===== config.mk =====
export PLATFORM = sky130hd
export DESIGN_NAME = reg_file_sb
export DESIGN_NICKNAME = d
export VERILOG_FILES = /design/src/rtl/constants.sv /design/src/rtl/rf_pkg.sv /design/src/rtl/rf_scoreboard.sv /design/src/rtl/reg_file_sb.sv
export SDC_FILE = /design/constraint.sdc
export NUM_CORES = 2
export LEC_CHECK = 0
export CAP_MARGIN = 20
export CORE_UTILIZATION = 65
export CTS_BUF_LIST = sky130_fd_sc_hd__clkbuf_4 sky130_fd_sc_hd__clkbuf_8
export CTS_CLUSTER_DIAMETER = 80
export DETAILED_ROUTE_END_ITERATION = 12
export HOLD_SLACK_MARGIN = 0.15
export PLACE_DENSITY = 0.83
export SYNTH_ARGS = -nofsm -noshare
export SYNTH_HDL_FRONTEND = slang
export SYNTH_SLANG_ARGS = --single-unit

===== constraint.sdc =====
create_clock -name clk -period 7.3 [get_ports clk]
set_input_delay 1.46 -clock clk [delete_from_list [all_inputs] [get_ports clk]]
set_output_delay 1.46 -clock clk [all_outputs]
set_load 0.03 [all_outputs]

===== src/rtl/constants.sv =====
// constants: global core sizing macros shared by every block of the core
`ifndef XLEN
`define XLEN 32
`endif
`ifndef GPRS_COUNT
`define GPRS_COUNT 32
`endif


===== src/rtl/rf_pkg.sv =====
// rf_pkg: register-file sizes and per-port types shared by decode, write-back and the GPR file
`ifndef XLEN
`define XLEN 32
`endif
`ifndef GPRS_COUNT
`define GPRS_COUNT 32
`endif
package rf_pkg;
    localparam int XLEN = `XLEN;
    localparam int GPRS_COUNT = `GPRS_COUNT;
    localparam int AW = $clog2(GPRS_COUNT);
    localparam int RD_PORTS = 2;
    localparam int WR_PORTS = 1;
    typedef logic [AW-1:0] addr_t;
    typedef logic [XLEN-1:0] data_t;
    typedef addr_t [RD_PORTS-1:0] rd_addr_arr_t;
    typedef data_t [RD_PORTS-1:0] rd_data_arr_t;
    typedef addr_t [WR_PORTS-1:0] wr_addr_arr_t;
    typedef data_t [WR_PORTS-1:0] wr_data_arr_t;
endpackage


===== src/rtl/rf_scoreboard.sv =====
// rf_scoreboard: per-register busy bits; claims set, write-backs clear, flush/reset wipe
module rf_scoreboard import rf_pkg::*; #(
    parameter int GPRS = GPRS_COUNT,
    parameter int WRITE_PORTS = 1,
    localparam int AW = $clog2(GPRS)
) (
    input  logic                      clk,
    input  logic                      rst,
    input  logic [WRITE_PORTS-1:0]    we,
    input  logic [WRITE_PORTS*AW-1:0] wr_addr,
    input  logic                      issue_valid,
    input  logic [AW-1:0]             issue_addr,
    input  logic                      flush,
    output logic                      issue_ready,
    output logic [GPRS-1:0]           busy
);
    logic [GPRS-1:0] clr;
    logic [GPRS-1:0] set;
    always_comb begin
        clr = '0;
        for (int k = 0; k < WRITE_PORTS; k++)
            if (we[k]) clr[wr_addr[k*AW +: AW]] = 1'b1;
        issue_ready = !flush && (issue_addr == '0 || !busy[issue_addr] || clr[issue_addr]);
        set = '0;
        if (issue_valid && issue_ready && issue_addr != '0) set[issue_addr] = 1'b1;
    end
    // set is applied after clear so a same-cycle re-claim keeps the register busy
    always_ff @(posedge clk)
        if (rst || flush) busy <= '0;
        else busy <= (busy & ~clr) | set;
endmodule


===== src/rtl/reg_file_sb.sv =====
// reg_file_sb: multi-port GPR file with optional write-to-read bypass and busy scoreboard
module reg_file_sb import rf_pkg::*; #(
    parameter int N = XLEN,
    parameter int GPRS = GPRS_COUNT,
    parameter int READ_PORTS = 2,
    parameter int WRITE_PORTS = 1,
    parameter int BYPASS = 1,
    localparam int AW = $clog2(GPRS)
) (
    input  logic                      clk,
    input  logic                      rst,
    input  logic [READ_PORTS*AW-1:0]  rd_addr,
    output logic [READ_PORTS*N-1:0]   rd_data,
    output logic [READ_PORTS-1:0]     rd_busy,
    input  logic [WRITE_PORTS-1:0]    we,
    input  logic [WRITE_PORTS*AW-1:0] wr_addr,
    input  logic [WRITE_PORTS*N-1:0]  wr_data,
    input  logic                      issue_valid,
    input  logic [AW-1:0]             issue_addr,
    output logic                      issue_ready,
    input  logic                      flush
);
    logic [N-1:0] mem [1:GPRS-1];
    logic [GPRS-1:0] busy;
    rf_scoreboard #(.GPRS(GPRS), .WRITE_PORTS(WRITE_PORTS)) u_sb (
        .clk(clk),
        .rst(rst),
        .we(we),
        .wr_addr(wr_addr),
        .issue_valid(issue_valid),
        .issue_addr(issue_addr),
        .flush(flush),
        .issue_ready(issue_ready),
        .busy(busy)
    );
    // later ports overwrite earlier ones, so the highest port wins on collisions
    always_ff @(posedge clk)
        if (rst) for (int r = 1; r < GPRS; r++) mem[r] <= '0;
        else for (int k = 0; k < WRITE_PORTS; k++)
            if (we[k] && wr_addr[k*AW +: AW] != '0) mem[wr_addr[k*AW +: AW]] <= wr_data[k*N +: N];
    for (genvar i = 0; i < READ_PORTS; i++) begin : g_rd
        logic [AW-1:0] ra;
        logic hit;
        logic [N-1:0] fwd;
        assign ra = rd_addr[i*AW +: AW];
        always_comb begin
            hit = 1'b0;
            fwd = '0;
            for (int k = 0; k < WRITE_PORTS; k++)
                if (BYPASS != 0 && we[k] && wr_addr[k*AW +: AW] == ra && ra != '0) begin
                    hit = 1'b1;
                    fwd = wr_data[k*N +: N];
                end
        end
        assign rd_data[i*N +: N] = ra == '0 ? '0 : hit ? fwd : mem[ra];
        assign rd_busy[i] = !hit && busy[ra];
    end
endmodule


==> results.rst <==
.. list-table::
   :header-rows: 1

   * - Metric
     - Value
   * - Result of the run
     - finished clean
   * - Detailed-placement wirelength estimate
     - 108000 um
   * - First-pass GRT wire length
     - 257000 um
   * - Kind of start point of the critical path
     - primary input
   * - Mean instance size in the synthesized netlist
     - 15.3 um2
   * - Count of flip-flops with a built-in enable after synthesis
     - 1024
   * - Maximum clock path buffer count
     - 3
   * - Width of the chip
     - 297 um
   * - Share of post-route cells with drive strength above 1
     - 0.291
   * - Power Dens Cells
     - 225 nW/um2
   * - Number of levels the H-tree was split into
     - 4
   * - Number of antenna violations at the first check in global routing
     - 10
   * - Register-to-register path setup slack
     - 4.99 ns
   * - Site Rows
     - 107
   * - Final total negative setup slack
     - 0 ns
   * - Number of buffers inserted to repair setup after CTS
     - 0
   * - Fraction of power consumed by combinational cells
     - 0.148
   * - Startpoint-to-endpoint class of the critical path
     - in -> out
   * - Power dissipated by switching net loads
     - 3.78 mW
   * - # setup viols final
     - 0
   * - Biggest area contributors in the synthesized netlist
     - sky130_fd_sc_hd__edfxtp_1, sky130_fd_sc_hd__mux4_2, sky130_fd_sc_hd__and2_1
   * - Depth of the worst register-to-register path
     - 6
   * - Most instantiated flip-flop cell in the synthesis netlist
     - sky130_fd_sc_hd__edfxtp_1
   * - Yosys synthesis warning count
     - 0
   * - Tightest hold margin
     - 0.480 ns
   * - Filler cell count
     - 5065
   * - Wire length after detailed routing
     - 178000 um
   * - Count of cells along the worst hold path
     - 2
   * - Seq cells post-synth
     - 1056
   * - Synth unique cells
     - 54
   * - Crit path capture type
     - primary output
   * - Clock power frac
     - 0.349
   * - Routability cong.
     - 0.947
   * - Total DRC errors in the routed layout
     - 0
   * - Cts repair resizes
     - 0
   * - Cell taking the most area after synthesis
     - sky130_fd_sc_hd__edfxtp_1
   * - Final Skew
     - 0.0167 ns
   * - Netlist area before placement
     - 56500 um2
   * - Clock latency on the worst-skew pair
     - 0.84 ns
   * - Clock tree from TritonCTS
     - built
   * - Global route total overflow
     - 0
   * - Total I/O pin count
     - 124
   * - Cell count after placement
     - 4734
   * - Number of sinks driven by the clock tree
     - 1056
   * - Total die area
     - 88200 um2
   * - Final hold violation count
     - 0
   * - CP required
     - 5.84 ns
   * - Final core occ
     - 0.736
   * - Worst ir drop on vdd
     - 0.000195 V
   * - Endpoint of the worst register-to-register path
     - u_sb.busy[15]$_SDFF_PP0_
   * - Slowest library cell on the worst path
     - sky130_fd_sc_hd__clkdlybuf4s50_1
   * - Setup repair after global routing missed its margin
     - false
   * - Final slew viol count
     - 0
   * - Most prevalent standard cell on the critical path
     - sky130_fd_sc_hd__buf_4
   * - Post-Place Cell Area
     - 59600 um2
   * - Worst relative slew slack
     - 0.155
   * - CP cell instances
     - clkdlybuf4s50_1 -> buf_4 -> and3b_1 -> buf_4 -> a22o_1 -> a221oi_1 -> nand4_1 -> o21ai_0 -> nor2_1 -> buf_4
   * - Final Critical Period
     - 6.49 ns
   * - Max-cap violation count
     - 0
   * - Worst hold endpoint
     - u_sb.busy[0]$_SDFF_PP0_
   * - Area fraction of the dominant cell type after synthesis
     - 0.544
   * - Total number of nets in the final design
     - 3834
   * - Net Sw Frac
     - 0.266
   * - Port Buffer Count
     - 123
   * - Average via count per standard cell
     - 7.51
   * - Largest stage delay, worst path
     - 0.85 ns
   * - Initial DRC Count
     - 6139
   * - Routed vias
     - 37900
   * - Crit Reg-Reg Startpoint
     - u_sb.busy[23]$_SDFF_PP0_
   * - Antenna Nets Post-Route
     - 0
   * - CTS Hold Bufs
     - 0
   * - Master cell of the clock root buffer
     - sky130_fd_sc_hd__clkbuf_8
   * - Synthesis-to-layout area growth
     - 11.5%
   * - Number of buffers created by CTS
     - 171
   * - Transition time of the tightest slew-check pin
     - 1.24 ns
   * - Sequential group share of total power
     - 0.502
   * - Top cell types by occurrence after synthesis
     - sky130_fd_sc_hd__edfxtp_1, sky130_fd_sc_hd__and2_1, sky130_fd_sc_hd__mux4_2
   * - Total Routing Usage GR
     - 0.408
   * - Highest clock rate
     - 154 MHz
   * - Worst Setup SP
     - rd_addr[9]
   * - Core Box Area
     - 85700 um2
   * - Clock-pin transition on the worst setup and hold timing paths
     - 0.06 ns
   * - HP Class
     - reg -> reg
   * - Largest net degree at the start of global routing
     - 97
   * - Final critical-path share of the clock period
     - 0.889
   * - Cell with the most instances after synthesis
     - sky130_fd_sc_hd__edfxtp_1
   * - Via count of the first global-routing pass
     - 38500
   * - Number of non-filler instances in the completed layout
     - 5053
   * - Portion of the post-synthesis area used by sequential elements
     - 0.555
   * - Worst hold path startpoint
     - u_sb.busy[0]$_SDFF_PP0_
   * - Routed length per placed instance
     - 35.3 um
   * - Largest fanout of any net on the critical path
     - 31
   * - Post-layout instance area
     - 63000 um2
   * - Crit path arrival time
     - 5.03 ns
   * - Initial cell density of the core
     - 0.660
   * - Asr flop ratio synth
     - 0
   * - Static Leakage
     - 21.8 nW
   * - Iteration count of the initial detailed-routing pass
     - 7
   * - Die height
     - 297 um
   * - Synthesized instance count
     - 3693
   * - Internal power contribution
     - 10.4 mW
## cells in the final DEF, fill, tap and decap left out, drive strengths merged, types with 7 or more instances in the layout
cell / n
a2111oi: 27
a21o: 24
a21oi: 7
a221oi: 31
a22o: 34
a22oi: 67
and2: 993
buf: 233
clkbuf: 232
clkdlybuf4s50: 55
clkinv: 60
conb: 32
dfxtp: 32
edfxtp: 1024
inv: 19
mux2i: 43
mux4: 566
nand2: 17
nand2b: 7
nand3: 19
nand3b: 10
nand4: 38
nor2: 101
nor2b: 12
nor3: 13
o211ai: 23
o21ai: 46
o22ai: 29
o31ai: 17
or2: 27
xnor2: 10
## cells by family after synthesis
kind of cell	after synthesis	synth area share
other	1	0.0000663
DFF	1056	0.555
xor gates and xnor gates	14	0.00217
AOI/OAI and AO/OA	330	0.0435
and+or+nand+nor	1260	0.134
muxes	612	0.234
buffers and inverters	420	0.0313
## critical path, delay by kind of cell
kind / cells / cell delay, ns
buffers and inverters: 4 / 1.70
AO/OA/AOI/OAI: 3 / 1.37
AND/OR/NAND/NOR: 3 / 0.48
## final cells by class
class	count	area, um2	area share
clock buffers	231	2840	0.0451
repair buffers	290	3300	0.0524
multi-input cells	2248	23700	0.375
flip-flops and latches	1056	31400	0.498
diodes	4	10.0	0.000159
well taps	1144	1430	0.0227
inverters	10	37.5	0.000596
clock inverters	70	347	0.00550
## flip-flops by register name, summed over array words and instances (netlist names)
| register | cells |
|---|---|
| mem | 1024 |
| u_sb.busy | 32 |
## through the flow
stage	total power [mW]	setup WS, ns
detailed placement	9.28	0.888
finish	14.2	0.813
global route	14.5	0.745
CTS	14.1	0.908
floorplan	8.40	2.30
global placement	9.19	0.991
## worst max-delay path by stage
stage                       end  slack (ns)  cells past startpoint
floorplan           rd_data[22]        2.30                      9
global route        issue_ready        0.75                      8
CTS                 issue_ready        0.91                      7
global placement    issue_ready        0.99                      7
finish              rd_data[56]        0.81                     10
detailed placement  issue_ready        0.89                      7
## power by group through the flow
| stage | Clock, mW | Combinational (mW) | Sequential (mW) |
|---|---|---|---|
| floorplan | 0 | 1.22 | 7.18 |
| global placement | 0 | 1.98 | 7.20 |
| detailed placement | 0 | 2.03 | 7.26 |
| CTS | 4.94 | 2.03 | 7.13 |
| global route | 5.18 | 2.15 | 7.17 |
| finish | 4.96 | 2.11 | 7.14 |
## layer usage
metal | track usage | up-vias | wire length [um]
met4 | 0.233 | 8 | 11600
li1 | - | 14600 | -
met3 | 0.143 | 847 | 29500
met2 | 0.619 | 3689 | 82200
met1 | 0.516 | 18800 | 54900
met5 | 0 | - | 52
No activity file was read; power rests on OpenSTA's default activity.
